==> src/rtl/regfile_pkg.sv <==
// rtl/regfile_pkg.sv - shared types, default sizes and address helper for regfile_sb
// Contents: rf_state_t (INIT/RUN), RF_N / RF_DEPTH defaults, rf_legal() address check.
package regfile_pkg;

  typedef enum logic {
    INIT = 1'b0,
    RUN  = 1'b1
  } rf_state_t;

  localparam int RF_N     = 64;
  localparam int RF_DEPTH = 32;

  // A register address is usable when it exists and is not the hardwired zero register.
  function automatic logic rf_legal(input int a, input int depth, input int zr);
    return (a < depth) && (a != zr);
  endfunction

endpackage

==> src/rtl/regfile_sb_if.sv <==
// rtl/regfile_sb_if.sv - register file access bus: write port, two read ports, reserve port
// Signals: we3/wa3/wd3 write, ra1/ra2 -> rd1/rd2 read, rsv_en/rsv_a reserve,
//          busy1/busy2 pending-write flags, ready init done.
// Modports: master drives requests, slave (regfile_sb) drives read data and status.
interface regfile_sb_if import regfile_pkg::*; #(
  parameter int N  = RF_N,
  parameter int AW = $clog2(RF_DEPTH)
) ();

  logic          we3;
  logic [AW-1:0] wa3;
  logic [N-1:0]  wd3;
  logic [AW-1:0] ra1;
  logic [AW-1:0] ra2;
  logic [N-1:0]  rd1;
  logic [N-1:0]  rd2;
  logic          rsv_en;
  logic [AW-1:0] rsv_a;
  logic          busy1;
  logic          busy2;
  logic          ready;

  modport master (
    output we3, wa3, wd3, ra1, ra2, rsv_en, rsv_a,
    input  rd1, rd2, busy1, busy2, ready
  );

  modport slave (
    input  we3, wa3, wd3, ra1, ra2, rsv_en, rsv_a,
    output rd1, rd2, busy1, busy2, ready
  );

endinterface

==> src/rtl/regfile_scoreboard.sv <==
// rtl/regfile_scoreboard.sv - one busy bit per register with set/clear and set-wins priority
// Ports: clk, reset (async active-low), set_en/set_a reserve, clr_en/clr_a committed write,
//        ra1/ra2 lookup addresses, busy1/busy2 stored busy state (0 for out-of-range).
// Callers qualify set_en/clr_en; this block trusts them to be legal addresses.
module regfile_scoreboard #(
  parameter int DEPTH = 32,
  parameter int AW    = $clog2(DEPTH)
) (
  input  logic          clk,
  input  logic          reset,
  input  logic          set_en,
  input  logic [AW-1:0] set_a,
  input  logic          clr_en,
  input  logic [AW-1:0] clr_a,
  input  logic [AW-1:0] ra1,
  input  logic [AW-1:0] ra2,
  output logic          busy1,
  output logic          busy2
);

  logic [DEPTH-1:0] busy;

  // The set is applied after the clear so a same-address reserve overrides the write.
  always_ff @(posedge clk or negedge reset) begin
    if (!reset) begin
      busy <= '0;
    end else begin
      if (clr_en) busy[clr_a] <= 1'b0;
      if (set_en) busy[set_a] <= 1'b1;
    end
  end

  assign busy1 = (int'(ra1) < DEPTH) ? busy[ra1] : 1'b0;
  assign busy2 = (int'(ra2) < DEPTH) ? busy[ra2] : 1'b0;

endmodule

==> src/rtl/regfile_sb.sv <==
// rtl/regfile_sb.sv - 2-read/1-write register file with zero register, self-init and scoreboard
// Ports: clk, reset (async active-low), bus (regfile_sb_if.slave).
// After reset the INIT state writes reg[i]=i (reg[ZR]=0) one per cycle, then RUN.
// Macro REGFILE_FWD_EN: when defined, a same-cycle RUN write bypasses to the read
// ports and masks the busy flag of the matching port.
module regfile_sb import regfile_pkg::*; #(
  parameter int N     = RF_N,
  parameter int DEPTH = RF_DEPTH,
  parameter int AW    = $clog2(DEPTH),
  parameter int ZR    = DEPTH - 1
) (
  input  logic         clk,
  input  logic         reset,
  regfile_sb_if.slave  bus
);

  rf_state_t     state, state_nxt;
  logic [AW-1:0] cnt, cnt_nxt;
  logic          init_we;
  logic [N-1:0]  init_val;
  logic [N-1:0]  mem [DEPTH];
  logic          run, wr_ok, rsv_ok;
  logic [N-1:0]  st1, st2;
  logic          sb_busy1, sb_busy2;
  logic          fwd1, fwd2;

  assign run    = (state == RUN);
  assign wr_ok  = run && bus.we3    && rf_legal(int'(bus.wa3),   DEPTH, ZR);
  assign rsv_ok = run && bus.rsv_en && rf_legal(int'(bus.rsv_a), DEPTH, ZR);

  always_ff @(posedge clk or negedge reset) begin
    if (!reset) begin
      state <= INIT;
      cnt   <= '0;
    end else begin
      state <= state_nxt;
      cnt   <= cnt_nxt;
    end
  end

  always_comb begin
    state_nxt = state;
    cnt_nxt   = cnt;
    init_we   = 1'b0;
    case (state)
      INIT: begin
        init_we = 1'b1;
        if (int'(cnt) == DEPTH - 1) begin
          state_nxt = RUN;
          cnt_nxt   = '0;
        end else begin
          cnt_nxt = cnt + 1'b1;
        end
      end
      RUN:     state_nxt = RUN;
      default: state_nxt = INIT;
    endcase
  end

  assign init_val = (int'(cnt) == ZR) ? '0 : N'(cnt);

  // No reset on the array: the INIT sweep is what gives it defined contents.
  // While reset is held the sweep sits at index 0 and rewrites reg[0]=0, which is harmless.
  always_ff @(posedge clk) begin
    if (init_we)    mem[cnt]     <= init_val;
    else if (wr_ok) mem[bus.wa3] <= bus.wd3;
  end

  always_comb begin
    st1 = rf_legal(int'(bus.ra1), DEPTH, ZR) ? mem[bus.ra1] : '0;
    st2 = rf_legal(int'(bus.ra2), DEPTH, ZR) ? mem[bus.ra2] : '0;
  end

  regfile_scoreboard #(.DEPTH(DEPTH), .AW(AW)) u_sb (
    .clk    (clk),
    .reset  (reset),
    .set_en (rsv_ok),
    .set_a  (bus.rsv_a),
    .clr_en (wr_ok),
    .clr_a  (bus.wa3),
    .ra1    (bus.ra1),
    .ra2    (bus.ra2),
    .busy1  (sb_busy1),
    .busy2  (sb_busy2)
  );

`ifdef REGFILE_FWD_EN
  assign fwd1 = wr_ok && (bus.wa3 == bus.ra1);
  assign fwd2 = wr_ok && (bus.wa3 == bus.ra2);
`else
  assign fwd1 = 1'b0;
  assign fwd2 = 1'b0;
`endif

  assign bus.rd1   = fwd1 ? bus.wd3 : st1;
  assign bus.rd2   = fwd2 ? bus.wd3 : st2;
  assign bus.busy1 = sb_busy1 && !fwd1;
  assign bus.busy2 = sb_busy2 && !fwd2;
  assign bus.ready = run;

endmodule
==> src/flat_wrapper.sv <==
// flat-port wrapper written by rule: the top's interface ports become plain ports
module regfile_sb_flat import regfile_pkg::*;
#(
  parameter int N     = RF_N,
  parameter int DEPTH = RF_DEPTH,
  parameter int AW    = $clog2(DEPTH),
  parameter int ZR    = DEPTH - 1
)
  (clk, reset, bus_we3, bus_wa3, bus_wd3, bus_ra1, bus_ra2, bus_rsv_en, bus_rsv_a, bus_rd1, bus_rd2, bus_busy1, bus_busy2, bus_ready);
  regfile_sb_if #(.N(N), .AW(AW)) bus_i ();
  input  logic clk;
  input  logic reset;
  input wire logic [$bits(bus_i.we3)-1:0] bus_we3;
  input wire logic [$bits(bus_i.wa3)-1:0] bus_wa3;
  input wire logic [$bits(bus_i.wd3)-1:0] bus_wd3;
  input wire logic [$bits(bus_i.ra1)-1:0] bus_ra1;
  input wire logic [$bits(bus_i.ra2)-1:0] bus_ra2;
  input wire logic [$bits(bus_i.rsv_en)-1:0] bus_rsv_en;
  input wire logic [$bits(bus_i.rsv_a)-1:0] bus_rsv_a;
  output wire logic [$bits(bus_i.rd1)-1:0] bus_rd1;
  output wire logic [$bits(bus_i.rd2)-1:0] bus_rd2;
  output wire logic [$bits(bus_i.busy1)-1:0] bus_busy1;
  output wire logic [$bits(bus_i.busy2)-1:0] bus_busy2;
  output wire logic [$bits(bus_i.ready)-1:0] bus_ready;
  assign bus_i.we3 = bus_we3;
  assign bus_i.wa3 = bus_wa3;
  assign bus_i.wd3 = bus_wd3;
  assign bus_i.ra1 = bus_ra1;
  assign bus_i.ra2 = bus_ra2;
  assign bus_i.rsv_en = bus_rsv_en;
  assign bus_i.rsv_a = bus_rsv_a;
  assign bus_rd1 = bus_i.rd1;
  assign bus_rd2 = bus_i.rd2;
  assign bus_busy1 = bus_i.busy1;
  assign bus_busy2 = bus_i.busy2;
  assign bus_ready = bus_i.ready;
  regfile_sb #(.N(N), .DEPTH(DEPTH), .AW(AW), .ZR(ZR)) u_core (.clk(clk), .reset(reset), .bus(bus_i));
endmodule
==> config.mk <==
export PLATFORM = sky130hd
export DESIGN_NAME = regfile_sb_flat
export DESIGN_NICKNAME = d
export VERILOG_FILES = /design/src/rtl/regfile_pkg.sv /design/src/rtl/regfile_sb_if.sv /design/src/rtl/regfile_scoreboard.sv /design/src/rtl/regfile_sb.sv /design/src/flat_wrapper.sv
export SDC_FILE = /design/constraint.sdc
export NUM_CORES = 2
export LEC_CHECK = 0
export CAP_MARGIN = 10
export CORE_UTILIZATION = 67
export DETAILED_ROUTE_END_ITERATION = 10
export GPL_TIMING_DRIVEN = 0
export PLACE_DENSITY = 0.95
export SYNTH_ARGS = -nofsm -noshare
export SYNTH_HDL_FRONTEND = slang
export SYNTH_SLANG_ARGS = --single-unit
==> constraint.sdc <==
create_clock -name clk -period 11.05 [get_ports clk]
set_clock_uncertainty 0.1 [all_clocks]
set_input_delay 2.7625 -clock clk [delete_from_list [all_inputs] [get_ports clk]]
set_output_delay 2.7625 -clock clk [all_outputs]
set_load 0.01 [all_outputs]
==> results of run 1 <==
## cell families after synthesis
group / synth area share
fa+ha+maj: 0.000391
buf+inv: 0.0228
mux: 0.239
simple gates: 0.0167
compound gates: 0.0706
flops: 0.650
## layer usage
layer	overflow	GRT usage
met1	2	0.743
met4	7	0.751
met3	4	0.775
met5	0	0.668
met2	7	0.881
## metrics by stage
stage	util	setup WS [ns]	cells	cell area, µm²	hold WS (ns)
3_3_place_gp	0.708	-0.650	7101	101000	0.365
2_1_floorplan	-	3.75	5002	96100	0.345
4_1_cts	0.771	0.359	7571	109000	0.422
3_5_place_dp	0.725	-0.0868	7213	103000	0.384
==> flow_metrics.env, run 1 <==
export IMPL_status="aborted with a tool error"
export IMPL_stop_stage="global routing"
export IMPL_tool_error="[ERROR GRT-0232] Routing congestion too high. Check the congestion heatmap in the GUI."
export IMPL_cts_htree_levels=4
export IMPL_gr_total_overflow=20
export IMPL_ys_ff_latch=2086
export IMPL_clock_path_buffers=3
export IMPL_worst_endpoint="bus_rd2[27]"
export IMPL_synth_ff_type="edfxtp_1"
export IMPL_synth_most_common_cell="edfxtp_1"
export IMPL_netlist_top_cell_by_area="edfxtp_1"
export IMPL_postSynthAreaPerCell_um2=19.2
export IMPL_syn_cell_area_mm2=0.0961
export IMPL_ys_top_cells_by_area="edfxtp_1 (64%), mux4_2 (18%), mux2i_1 (5.5%)"
export IMPL_yosys_top_cells_count="edfxtp_1 (2048), mux4_2 (782), mux2i_1 (526)"
export IMPL_hold_buffers=0
export IMPL_antenna_found_initial=111
export IMPL_yosysSeqAreaShare=0.650
export IMPL_grt_max_degree=39
export IMPL_async_flop_share=0.0182
export IMPL_ios=219
export IMPL_initial_core_util=0.677
export IMPL_synth_warnings=0
export IMPL_dieHeight_um=381
export IMPL_gp_congestion=1.02
export IMPL_place_hpwl_um=252000
export IMPL_cts_resized=0
export IMPL_syn_inst=5002
export IMPL_synth_top_area_share=0.640
export IMPL_grtUsageTotal=0.791
export IMPL_cts_buffers=196
export IMPL_die_w_um=381
export IMPL_cts_root_buffer="clkbuf_16"
export IMPL_synth_distinct_cells=45
export IMPL_rows=138
export IMPL_worst_ep_kind="output port"
export IMPL_port_buffers=209
export IMPL_synth_nets=5093
export IMPL_synth_edff_count=2048
export IMPL_post_cts_buffers=0
export IMPL_cts_sinks=2086
==> run 2, diff against run 1 <==
--- a/config.mk
+++ b/config.mk
@@ -6,10 +6,10 @@
 export NUM_CORES = 2
 export LEC_CHECK = 0
 export CAP_MARGIN = 10
-export CORE_UTILIZATION = 67
+export CORE_UTILIZATION = 40
 export DETAILED_ROUTE_END_ITERATION = 10
 export GPL_TIMING_DRIVEN = 0
-export PLACE_DENSITY = 0.95
+export PLACE_DENSITY_LB_ADDON = 0.15
 export SYNTH_ARGS = -nofsm -noshare
 export SYNTH_HDL_FRONTEND = slang
 export SYNTH_SLANG_ARGS = --single-unit
==> run 2 against run 1 <==
  * The flow now finishes, with violations (DRC, setup timing)
  * Area after synthesis unchanged
  * Synthesized cell count is the same
==> flow_metrics.env, run 2 <==
export IMPL_status="complete, but fails checks"
export IMPL_violations="DRC, setup timing"
export IMPL_finalSetupViolations=4
export IMPL_min_to="u_core.u_sb.busy[31]"
export IMPL_cts_buffers=224
export IMPL_final_max_slew_viol_count=0
export IMPL_grt_pass1_wl_um=510000
export IMPL_power_density_mw_per_mm2=158
export IMPL_critPathMaxFanout=14
export IMPL_max_cap_violations=0
export IMPL_core_mm2=0.238
export IMPL_pwr_share_clk=0.411
export IMPL_first_pass_iters=11
export IMPL_fin_crit_ns=11.12
export IMPL_drt_iter0_drc=9787
export IMPL_final_common_cell="edfxtp_1"
export IMPL_synth_top_area_share=0.640
export IMPL_cts_sinks=2086
export IMPL_wl_um=383000
export IMPL_synth_nets=5093
export IMPL_cts_root_buffer="clkbuf_16"
export IMPL_worstPathRequired_ns=8.19
export IMPL_ir_worst_vdd_v=0.000126
export IMPL_relSlewSlack=0.0226
export IMPL_grt_pass1_vias=60100
export IMPL_area_delta_synth_final_pct=16.7
export IMPL_initial_core_util=0.403
export IMPL_yosys_top_cells_count="edfxtp_1 (2048), mux4_2 (782), mux2i_1 (526)"
export IMPL_crit_start="bus_ra2[3]"
export IMPL_synth_ff_type="edfxtp_1"
export IMPL_layout_setup_ws_ns=-0.0658
export IMPL_drc_errors=51
export IMPL_antenna_found_initial=33
export IMPL_wl_per_cell_um=42.9
export IMPL_gr_total_overflow=0
export IMPL_hold_class="register to register"
export IMPL_ys_ff_latch=2086
export IMPL_critPathCaptureType="output port"
export IMPL_cts_htree_levels=4
export IMPL_p_int_mw=13.3
export IMPL_r2r_start="u_core.bus.ready"
export IMPL_fill_cells=20100
export IMPL_holdPathStages=1
export IMPL_dp_cells=8506
export IMPL_critPathMaxStageDelay_ns=1.13
export IMPL_synth_warnings=0
export IMPL_cp_slowest_cell="clkbuf_1"
export IMPL_power_frac_comb=0.095
export IMPL_largest_reg_flops=2048
export IMPL_clock_fmax_ghz=0.0900
export IMPL_synth_edff_count=2048
export IMPL_r2r_end="u_core.mem[2][25]"
export IMPL_netlist_top_cell_by_area="edfxtp_1"
export IMPL_r2r_cells=6
export IMPL_layout_nets=5663
export IMPL_gp_congestion=0.865
export IMPL_vias=61100
export IMPL_p_leak_nw=38.4
export IMPL_ios=219
export IMPL_rsz0062_at_grt="no"
export IMPL_fin_cells=8947
export IMPL_syn_cell_area_mm2=0.0961
export IMPL_worst_setup_path_type="primary input to output port"
export IMPL_die_w_um=492
export IMPL_fp_dieArea_mm2=0.242
export IMPL_p_total_mw=17.7
export IMPL_top_register="u_core.mem"
export IMPL_vias_per_cell=6.83
export IMPL_final_cell_mix="edfxtp_1 (2048), mux4_2 (782), mux2i_1 (526)"
export IMPL_layout_drive_gt1_share=0.258
export IMPL_rrSetupSlack_ns=6.77
export IMPL_hold_buffers=0
export IMPL_postRouteAntennaNets=0
export IMPL_multi_input_area_mm2=0.0317
export IMPL_cp_top_family="buffers and inverters"
export IMPL_top_regs="u_core.mem: 2048 flops, u_core.u_sb.busy: 32 flops, u_core.cnt: 5 flops"
export IMPL_clk_latency_ns=0.87
export IMPL_grt_max_degree=39
export IMPL_tns_ns=-0.150
export IMPL_postSynthAreaPerCell_um2=19.2
export IMPL_async_flop_share=0.0182
export IMPL_syn_inst=5002
export IMPL_cts_tree="built"
export IMPL_finalHoldViolCount=0
export IMPL_pwr_share_seq=0.494
export IMPL_start_kind="primary input"
export IMPL_dieHeight_um=492
export IMPL_critical_path_arrival_ns=8.25
export IMPL_hold_path_startpoint="u_core.u_sb.busy[31]"
export IMPL_grtUsageTotal=0.313
export IMPL_seqCellArea_mm2=0.0624
export IMPL_clock_path_buffers=3
export IMPL_port_buffers=209
export IMPL_path_cells="clkdlybuf4s50_1 > clkbuf_1 > nor2_1 > clkbuf_2 > clkbuf_1 > a22o_1 > a211oi_1 > nor3_1 > clkdlybuf4s50_1"
export IMPL_fin_crit_sh=1.01
export IMPL_switching_share=0.248
export IMPL_cts_clk_slew_worst_paths_ns=0.06
export IMPL_tightest_slew_ns=1.47
export IMPL_ys_top_cells_by_area="edfxtp_1 (64%), mux4_2 (18%), mux2i_1 (5.5%)"
export IMPL_synth_most_common_cell="edfxtp_1"
export IMPL_crit_buf_inv=5
export IMPL_synth_distinct_cells=45
export IMPL_rows=179
export IMPL_p_switching_mw=4.39
export IMPL_yosysSeqAreaShare=0.650
export IMPL_place_hpwl_um=262000
-- run 2: cell counts after synthesis --
No cell type changed its count.
-- run 2: routing by layer --
| layer | GRT usage | vias to the layer above | part of all wire |
|---|---|---|---|
| met3 | 0.0849 | 851 | 0.12 |
| li1 | - | 23100 | - |
| met4 | 0.145 | 14 | 0.050 |
| met2 | 0.471 | 4239 | 0.45 |
| met5 | 0 | - | 0.00024 |
| met1 | 0.423 | 32900 | 0.39 |
-- run 2: worst max-delay path by stage --
stage | to | slack, ns | depth (start not counted)
CTS | bus_rd1[48] | 0.01 | 9
floorplan | bus_rd1[15] | 3.75 | 7
global route | bus_rd1[60] | 0.12 | 9
global placement | u_core.mem[25][25] | -2.30 | 6
finish | bus_rd2[4] | -0.07 | 9
detailed placement | bus_rd1[11] | -0.20 | 9
-- run 2: through the flow --
step	hold slack [ns]	instance area [µm²]	worst slack, ns	util
6_report	0.398	112000	-0.0658	0.470
5_1_grt	0.404	112000	0.122	0.470
4_1_cts	0.389	112000	0.0149	0.469
2_1_floorplan	0.345	96100	3.75	-
3_3_place_gp	0.375	102000	-2.30	0.428
3_5_place_dp	0.376	105000	-0.199	0.440
-- run 2: kinds of logic (layout without fill, tap and decap cells) --
family	Yosys count	count (layout)	share of synthesized area
DFF	2086	2086	0.650
muxes	1318	1318	0.239
AOI/OAI and AO/OA	849	849	0.0706
buffers and inverters	438	1194	0.0228
and+or+nand+nor	308	308	0.0167
adders and majority gates	3	3	0.000391
other	0	22	0
-- run 2: final cells by class --
class,instances,share of cell area
sequential,2086,0.557
multi-input combinational,2478,0.283
clock buffer,273,0.0524
timing repair buffer,345,0.0427
tap,3167,0.0354
buffer,435,0.0198
clock inverter,139,0.00902
antenna,22,0.000491
inverter,2,0.0000670
-- run 2: timing repair --
item                       in CTS  in global routing
setup buffers                   0                  0
cloned                          0                  0
gates resized for setup         4                  1
setup endpoints to repair       6                  1
-- run 2: power groups by stage --
stage | clock (mW) | sequential (mW) | combinational [mW]
floorplan | 0 | 8.91 | 0.828
global placement | 0 | 8.93 | 1.59
detailed placement | 0 | 8.92 | 1.64
CTS | 7.32 | 8.75 | 1.64
global route | 7.59 | 8.75 | 1.71
finish | 7.29 | 8.75 | 1.68
(Power assumes the default switching activity.)
